==> config.mk <==
export PLATFORM = sky130hd
export DESIGN_NAME = key_shift_conditioner_flat
export DESIGN_NICKNAME = d
export VERILOG_FILES = /design/src/rtl/key_shift_conditioner_if.sv /design/src/rtl/key_shift_conditioner.sv /design/src/flat_wrapper.sv
export SDC_FILE = /design/constraint.sdc
export NUM_CORES = 1
export LEC_CHECK = 0
export CAP_MARGIN = 20
export CORE_ASPECT_RATIO = 1.25
export CORE_MARGIN = 1
export CORE_UTILIZATION = 23
export DETAILED_ROUTE_END_ITERATION = 12
export HOLD_SLACK_MARGIN = 0.03
export SYNTH_ARGS = -nofsm -noshare
export SYNTH_HDL_FRONTEND = slang
export SYNTH_SLANG_ARGS = --single-unit
==> constraint.sdc <==
create_clock -name CLOCK_50 -period 6.35 [get_ports CLOCK_50]
set_input_delay 1.5875 -clock CLOCK_50 [delete_from_list [all_inputs] [get_ports CLOCK_50]]
set_output_delay 1.5875 -clock CLOCK_50 [all_outputs]
set_load 0.02 [all_outputs]
==> src/rtl/key_shift_conditioner_if.sv <==
// key_shift_conditioner_if: raw button/switch inputs and conditioned shift outputs
interface key_shift_conditioner_if;
   logic       KEY_0;
   logic       SW_0;
   logic       shift_pulse;
   logic       shift_bit;
   logic       key_level;
   logic [7:0] press_count;
   modport master (output KEY_0, SW_0, input shift_pulse, shift_bit, key_level, press_count);
   modport slave  (input KEY_0, SW_0, output shift_pulse, shift_bit, key_level, press_count);
endinterface

==> src/rtl/key_shift_conditioner.sv <==
// key_shift_conditioner: synchronises/debounces KEY_0, synchronises SW_0,
// and emits one shift_pulse per accepted press carrying the sampled switch.
module key_shift_conditioner #(
   parameter int DEBOUNCE_CYCLES = 500000,
   parameter int SYNC_STAGES     = 2
) (
   input logic                    CLOCK_50,
   input logic                    KEY_1,
   key_shift_conditioner_if.slave bus
);
   localparam int CW = $clog2(DEBOUNCE_CYCLES);
   localparam logic [CW-1:0] TERM = CW'(DEBOUNCE_CYCLES - 1);
   typedef enum logic [1:0] {IDLE, PRESS_WAIT, PRESSED, RELEASE_WAIT} state_t;
   state_t                 r_state;
   logic [SYNC_STAGES-1:0] r_key_sync;
   logic [SYNC_STAGES-1:0] r_sw_sync;
   logic [CW-1:0]          r_cnt;
   logic                   r_shift_pulse;
   logic                   r_shift_bit;
   logic                   r_key_level;
   logic [7:0]             r_press_count;
   logic                   w_key;
   logic                   w_sw;
   logic                   w_term;
   assign w_key  = r_key_sync[SYNC_STAGES-1];
   assign w_sw   = r_sw_sync[SYNC_STAGES-1];
   assign w_term = (r_cnt == TERM);
   // key chain carries the inverted button so 1 means pressed
   always_ff @(posedge CLOCK_50 or negedge KEY_1) begin
      if (!KEY_1) begin
         r_key_sync <= '0;
         r_sw_sync  <= '0;
      end else begin
         r_key_sync <= {r_key_sync[SYNC_STAGES-2:0], ~bus.KEY_0};
         r_sw_sync  <= {r_sw_sync[SYNC_STAGES-2:0], bus.SW_0};
      end
   end
   always_ff @(posedge CLOCK_50 or negedge KEY_1) begin
      if (!KEY_1) begin
         r_state       <= IDLE;
         r_cnt         <= '0;
         r_shift_pulse <= 1'b0;
         r_shift_bit   <= 1'b0;
         r_key_level   <= 1'b0;
         r_press_count <= 8'd0;
      end else begin
         r_shift_pulse <= 1'b0;
         case (r_state)
            IDLE: begin
               if (w_key) begin
                  r_state <= PRESS_WAIT;
                  r_cnt   <= '0;
               end
            end
            PRESS_WAIT: begin
               if (!w_key) begin
                  r_state <= IDLE;
                  r_cnt   <= '0;
               end else if (w_term) begin
                  r_state       <= PRESSED;
                  r_shift_pulse <= 1'b1;
                  r_shift_bit   <= w_sw;
                  r_key_level   <= 1'b1;
                  r_press_count <= r_press_count + 8'd1;
               end else begin
                  r_cnt <= r_cnt + CW'(1);
               end
            end
            PRESSED: begin
               if (!w_key) begin
                  r_state <= RELEASE_WAIT;
                  r_cnt   <= '0;
               end
            end
            RELEASE_WAIT: begin
               if (w_key) begin
                  r_state <= PRESSED;
                  r_cnt   <= '0;
               end else if (w_term) begin
                  r_state     <= IDLE;
                  r_key_level <= 1'b0;
               end else begin
                  r_cnt <= r_cnt + CW'(1);
               end
            end
            default: r_state <= IDLE;
         endcase
      end
   end
   assign bus.shift_pulse = r_shift_pulse;
   assign bus.shift_bit   = r_shift_bit;
   assign bus.key_level   = r_key_level;
   assign bus.press_count = r_press_count;
endmodule

==> src/flat_wrapper.sv <==
// flat-port wrapper written by rule: the top's interface ports become plain ports
module key_shift_conditioner_flat 
#(
   parameter int DEBOUNCE_CYCLES = 500000,
   parameter int SYNC_STAGES     = 2
)
  (CLOCK_50, KEY_1, bus_KEY_0, bus_SW_0, bus_shift_pulse, bus_shift_bit, bus_key_level, bus_press_count);
  key_shift_conditioner_if bus_i ();
  input logic CLOCK_50;
  input logic KEY_1;
  input wire logic [$bits(bus_i.KEY_0)-1:0] bus_KEY_0;
  input wire logic [$bits(bus_i.SW_0)-1:0] bus_SW_0;
  output wire logic [$bits(bus_i.shift_pulse)-1:0] bus_shift_pulse;
  output wire logic [$bits(bus_i.shift_bit)-1:0] bus_shift_bit;
  output wire logic [$bits(bus_i.key_level)-1:0] bus_key_level;
  output wire logic [$bits(bus_i.press_count)-1:0] bus_press_count;
  assign bus_i.KEY_0 = bus_KEY_0;
  assign bus_i.SW_0 = bus_SW_0;
  assign bus_shift_pulse = bus_i.shift_pulse;
  assign bus_shift_bit = bus_i.shift_bit;
  assign bus_key_level = bus_i.key_level;
  assign bus_press_count = bus_i.press_count;
  key_shift_conditioner #(.DEBOUNCE_CYCLES(DEBOUNCE_CYCLES), .SYNC_STAGES(SYNC_STAGES)) u_core (.CLOCK_50(CLOCK_50), .KEY_1(KEY_1), .bus(bus_i));
endmodule
* Word-level counts from Yosys, hierarchy flattened *
Index checks and enable logic that the tools add are counted.

word-level totals
  bits in registers = 36

operators by class
  multiplexer cells = 21
  equal/unequal tests = 12
  add/subtract/negate cells = 2
  bitwise gates (word level) = 1
  reductions and logical operators = 6

operator list
  operator               number
  $mux 19                5
  $pmux 19 s4            1
  $add 19x1->19 const B  1
  $eq 19x19->1 const B   1
  $mux 2                 6
  $add 8x1->8 const B    1
  $ne 2x1->1 const B     4
  $pmux 2 s4             1
  $mux 1                 7
  $reduce_and 5->1       1
  $eq 2x2->1 const B     2
  $ne 2x2->1 const B     2
  $reduce_and 4->1       1
  $ne 3x1->1 const B     1
  $ne 3x3->1 const B     1
  $reduce_and 3->1       1
  $eq 2x1->1 const B     1
  $logic_not 2->1        1
  $pmux 1 s2             1
  $reduce_and 2->1       1
  $reduce_bool 2->1      1
  $not 1->1              1

* Logic depth before layout (Yosys ltp) *
  depth in word-level cells = 4
  depth in mapped cells = 6
  gate-level depth less buffers = 6

* Worst setup path before layout *
OpenSTA, ideal clock, no wires.

  kind = reg-to-reg
  start = register u_core.r_cnt[5]
  end = register u_core.r_press_count[1] (netlist: u_core.bus.press_count[1])
  arrival = 2.207 ns
  slack = 4.018 ns
  path buffers = 1
  data required time = 6.225 ns
  stages on the path, launching flop included = 6
  library setup time = 0.125 ns
  cells stage by stage = dfrtp_1 or4_1 or4_1 buf_4 nor3_4 mux2_2

on the way
  cells in the longest elaborated chain, start to end = 2

ends and longest elaborated chain
  element                     RTL line                     text
  start: declaration          key_shift_conditioner.sv:17  logic [CW-1:0] r_cnt;
  start signal: assignment    key_shift_conditioner.sv:66  r_cnt <= r_cnt + CW'(1);
  start signal: assignment    key_shift_conditioner.sv:83  r_cnt <= r_cnt + CW'(1);
  $eq 19x19->1                key_shift_conditioner.sv:27  assign w_term = (r_cnt == TERM);
  $reduce_and 3->1 (no line)  --
  end signal: assignment      key_shift_conditioner.sv:64  r_press_count <= r_press_count + 8'd1;
  end: declaration            key_shift_conditioner.sv:21  logic [7:0] r_press_count;

Every way passes these cells.
A chain may end at the register's enable or synchronous reset.

* Final worst setup path *
  start = register u_core.r_press_count[3] (netlist: u_core.bus.press_count[3])
  end = output bus_press_count[3]

RTL lines
  element           RTL line            text
  end: declaration  flat_wrapper.sv:16  output wire logic [$bits(bus_i.press_count)-1:0] bus_press_count;

No word-level cell between the ends.

==> results_dict.tcl <==
set metrics [dict create \
    status "complete, no violations" \
    cp_slowest_cell "clkdlybuf4s50_1" \
    ctsResizeCount 0 \
    drt_iter0_drc 51 \
    grtUsageTotal_pct 10.3 \
    grt_remaining_overflow 0 \
    n_antenna_cell 0 \
    hold_path_class "flop to flop" \
    r2r_cells 4 \
    cp-start-kind "flop" \
    syn_area_per_cell_sq_um 9.87 \
    drc 0 \
    drive_above_1_share_pct 7.69 \
    hold_viol 0 \
    cp_data_arrival_time_ps 1360 \
    first_pass_iters 4 \
    die_h_um 98.9 \
    synthesis.nets 181 \
    wl_per_cell_um 12.5 \
    final_cells 285 \
    clkLatencyLatePin_ps 290 \
    cts_buffers 5 \
    rsz0062_at_grt "no" \
    gp_congestion 0.805 \
    yosysWarnings 0 \
    crit_chain "clkdlybuf4s50_1" \
    coreArea_sq_mm 0.00710 \
    p_per_area_mw_per_mm2 216 \
    cts_tree "yes" \
    max_freq_mhz 340 \
    total_power_uw 450 \
    slew_headroom_pct 51.9 \
    portBuffers 14 \
    finalCriticalPeriod_ps 2940 \
    start_util_pct 24.3 \
    wl_mm 3.58 \
    fillerInstances 737 \
    htree_levels 2 \
    num_vias 1368 \
    min_to "u_core.r_key_sync[1]$_DFF_PN0_" \
    ant_nets 0 \
    hold_path_startpoint "u_core.r_key_sync[0]$_DFF_PN0_" \
    ir_drop_uv 80.4 \
    grt_pass1_vias 1282 \
    power_leakage_nw 0.862 \
    ys_types 35 \
    critical_path_class "flop to output pin" \
    dp_hpwl_mm 2.43 \
    numPlacedInstances 277 \
    tightest_slew_ps 721 \
    boundaryPins 15 \
    reg2reg_to "u_core.bus.press_count[1]$_DFFE_PN0P_" \
    nets 200 \
    setup_viol 0 \
    yosys.area.top_type "dfrtp_1" \
    dieArea_sq_mm 0.00787 \
    critical_path.top_delay_family "buffers and inverters" \
    layout_worst_path_cycle_share_pct 46.4 \
    grt_pass1_wl_mm 6.28 \
    ctsHoldBuffers 0 \
    viasPerCell 4.80 \
    timing.critical_path.buf_inv 1 \
    cts_root_buf "clkbuf_8" \
    cp_max_fo 6 \
    drv_cap 0 \
    synthTopCellsByArea "dfrtp_1 (52%), nand2_1 (4.6%), xor2_1 (4.6%), nand3_1 (4.1%), o21ai_0 (4.1%)" \
    rows 34 \
    skew_ps 5.70 \
    critPathMaxStageDelay_ps 640 \
    cts.reportedPaths.clkPinSlew_ps 70 \
    antenna_found_initial 0 \
    syn-cell-area_sq_mm 0.00173 \
    cts_setup_buffers 0 \
    grt_max_degree 37 \
    die_x_um 79.5 \
    syn_inst 175 \
    cts.sinks 36 \
    ys_ff_latch 36 \
    area_growth_pct 20.6 \
    fin_tns_setup_ps 0 \
    crit_path_end_kind "output pin" \
    regToRegSetupSlack_ps 3810 \
    clk_path_buf_depth 2 \
    required_ps 4760 \
    min_path_cells 0 \
    slew_violations 0 \
    yosysTopAreaCellShare_pct 52.1 \
    synth-seq-area-share_pct 52.1 \
    reg2reg_from "u_core.r_cnt[5]$_DFFE_PN0P_" \
]
-- worst max-delay path by stage --
stage / start / end / depth (start not counted)
4_1_cts: u_core.bus.press_count[3]$_DFFE_PN0P_ / bus_press_count[3] / 1
3_5_place_dp: u_core.bus.press_count[3]$_DFFE_PN0P_ / bus_press_count[3] / 1
3_3_place_gp: u_core.bus.press_count[3]$_DFFE_PN0P_ / bus_press_count[3] / 1
6_report: u_core.bus.press_count[3]$_DFFE_PN0P_ / bus_press_count[3] / 1
2_1_floorplan: u_core.r_cnt[5]$_DFFE_PN0P_ / u_core.bus.press_count[1]$_DFFE_PN0P_ / 5
5_1_grt: u_core.bus.press_count[3]$_DFFE_PN0P_ / bus_press_count[3] / 1
-- state kept, by name (all words and copies together), names as in the netlist, named ones only --
register	count
u_core.r_cnt	19
u_core.bus.press_count	8
u_core.r_key_sync	2
u_core.r_sw_sync	2
u_core.bus.key_level	1
u_core.bus.shift_bit	1
u_core.bus.shift_pulse	1
u_core.r_state	1
-- layout by cell type (no fill, tap or decap), drive strengths merged, types with 5 or more instances in the layout --
cell           netlist  final
nor3                 5      5
clkdlybuf4s50        0     14
xor2                 9      9
clkbuf               2      5
nand4                9      9
nand2               21     21
xnor2                6      6
a21oi                6      6
nand3               14     14
nor2                18     18
dfrtp               36     36
o21ai               14     14
-- metal layers --
layer  GRT usage (%)  routed length (um)  up-vias
li1                -                   -      667
met1            12.5                1520      657
met2            16.4                1810       34
met3            1.67                 111       10
met4            7.13                 131        0
met5               0                   0        -
-- power by group --
| part | internal, mW | switching [mW] | leakage (nW) |
|---|---|---|---|
| combinational | 0.00533 | 0.0119 | 0.318 |
| clock | 0.116 | 0.0823 | 0.0541 |
| sequential | 0.232 | 0.00270 | 0.490 |
| total | 0.353 | 0.0969 | 0.862 |
-- cell families after synthesis --
kind of cell	count (synthesis)	share of synthesized area [%]
AO/OA/AOI/OAI	30	10.4
flip-flops	36	52.1
buffers and inverters	4	1.09
adder cells (fa/ha/maj)	2	1.45
AND/OR/NAND/NOR	85	25.4
multiplexers	3	1.95
XOR/XNOR	15	7.60
-- per-stage QoR --
step           hold slack (ps)  util [%]  cell area [sq um]  setup WS, ps
2_1_floorplan              331         -               1730          4020
3_5_place_dp               335      27.8               1970          3720
6_report                   351      29.3               2080          3410
5_1_grt                    357      29.3               2080          3360
3_3_place_gp               334      27.8               1970          3730
4_1_cts                    353      29.3               2080          3400
-- cells in the mapped netlist --
cell and count:
nor2b_1 1, and2_1 2, or2_2 1, a22o_1 3, nor3_4 1, nor3b_1 1
dfrtp_1 36, or4_1 2, clkbuf_1 2, xnor2_1 6, nand3_1 14, o211ai_1 1
a21oi_1 6, nor3_1 4, nor2_2 1, xor2_1 9, and2_0 1, o22ai_1 1
o21ai_0 14, nor4_1 2, nand4_1 9, nand2_1 21, nor2_1 17, a21o_1 1
mux2_2 3, o31ai_1 3, or4b_1 1, inv_1 1, nand4b_1 1, ha_1 2
buf_4 1, nand2b_1 1, and3_1 3, o221ai_1 1, and4_1 2
-- layout make-up --
| class | count | area, sq um | share of cell area [%] |
|---|---|---|---|
| sequential | 36 | 901 | 43.2 |
| multi-input combinational | 135 | 808 | 38.8 |
| timing repair buffer | 15 | 148 | 7.08 |
| tap | 90 | 113 | 5.40 |
| clock buffer | 5 | 68.8 | 3.30 |
| clock inverter | 3 | 42.5 | 2.04 |
| inverter | 1 | 3.75 | 0.180 |
Note: power is estimated with default switching activity, not from simulation.
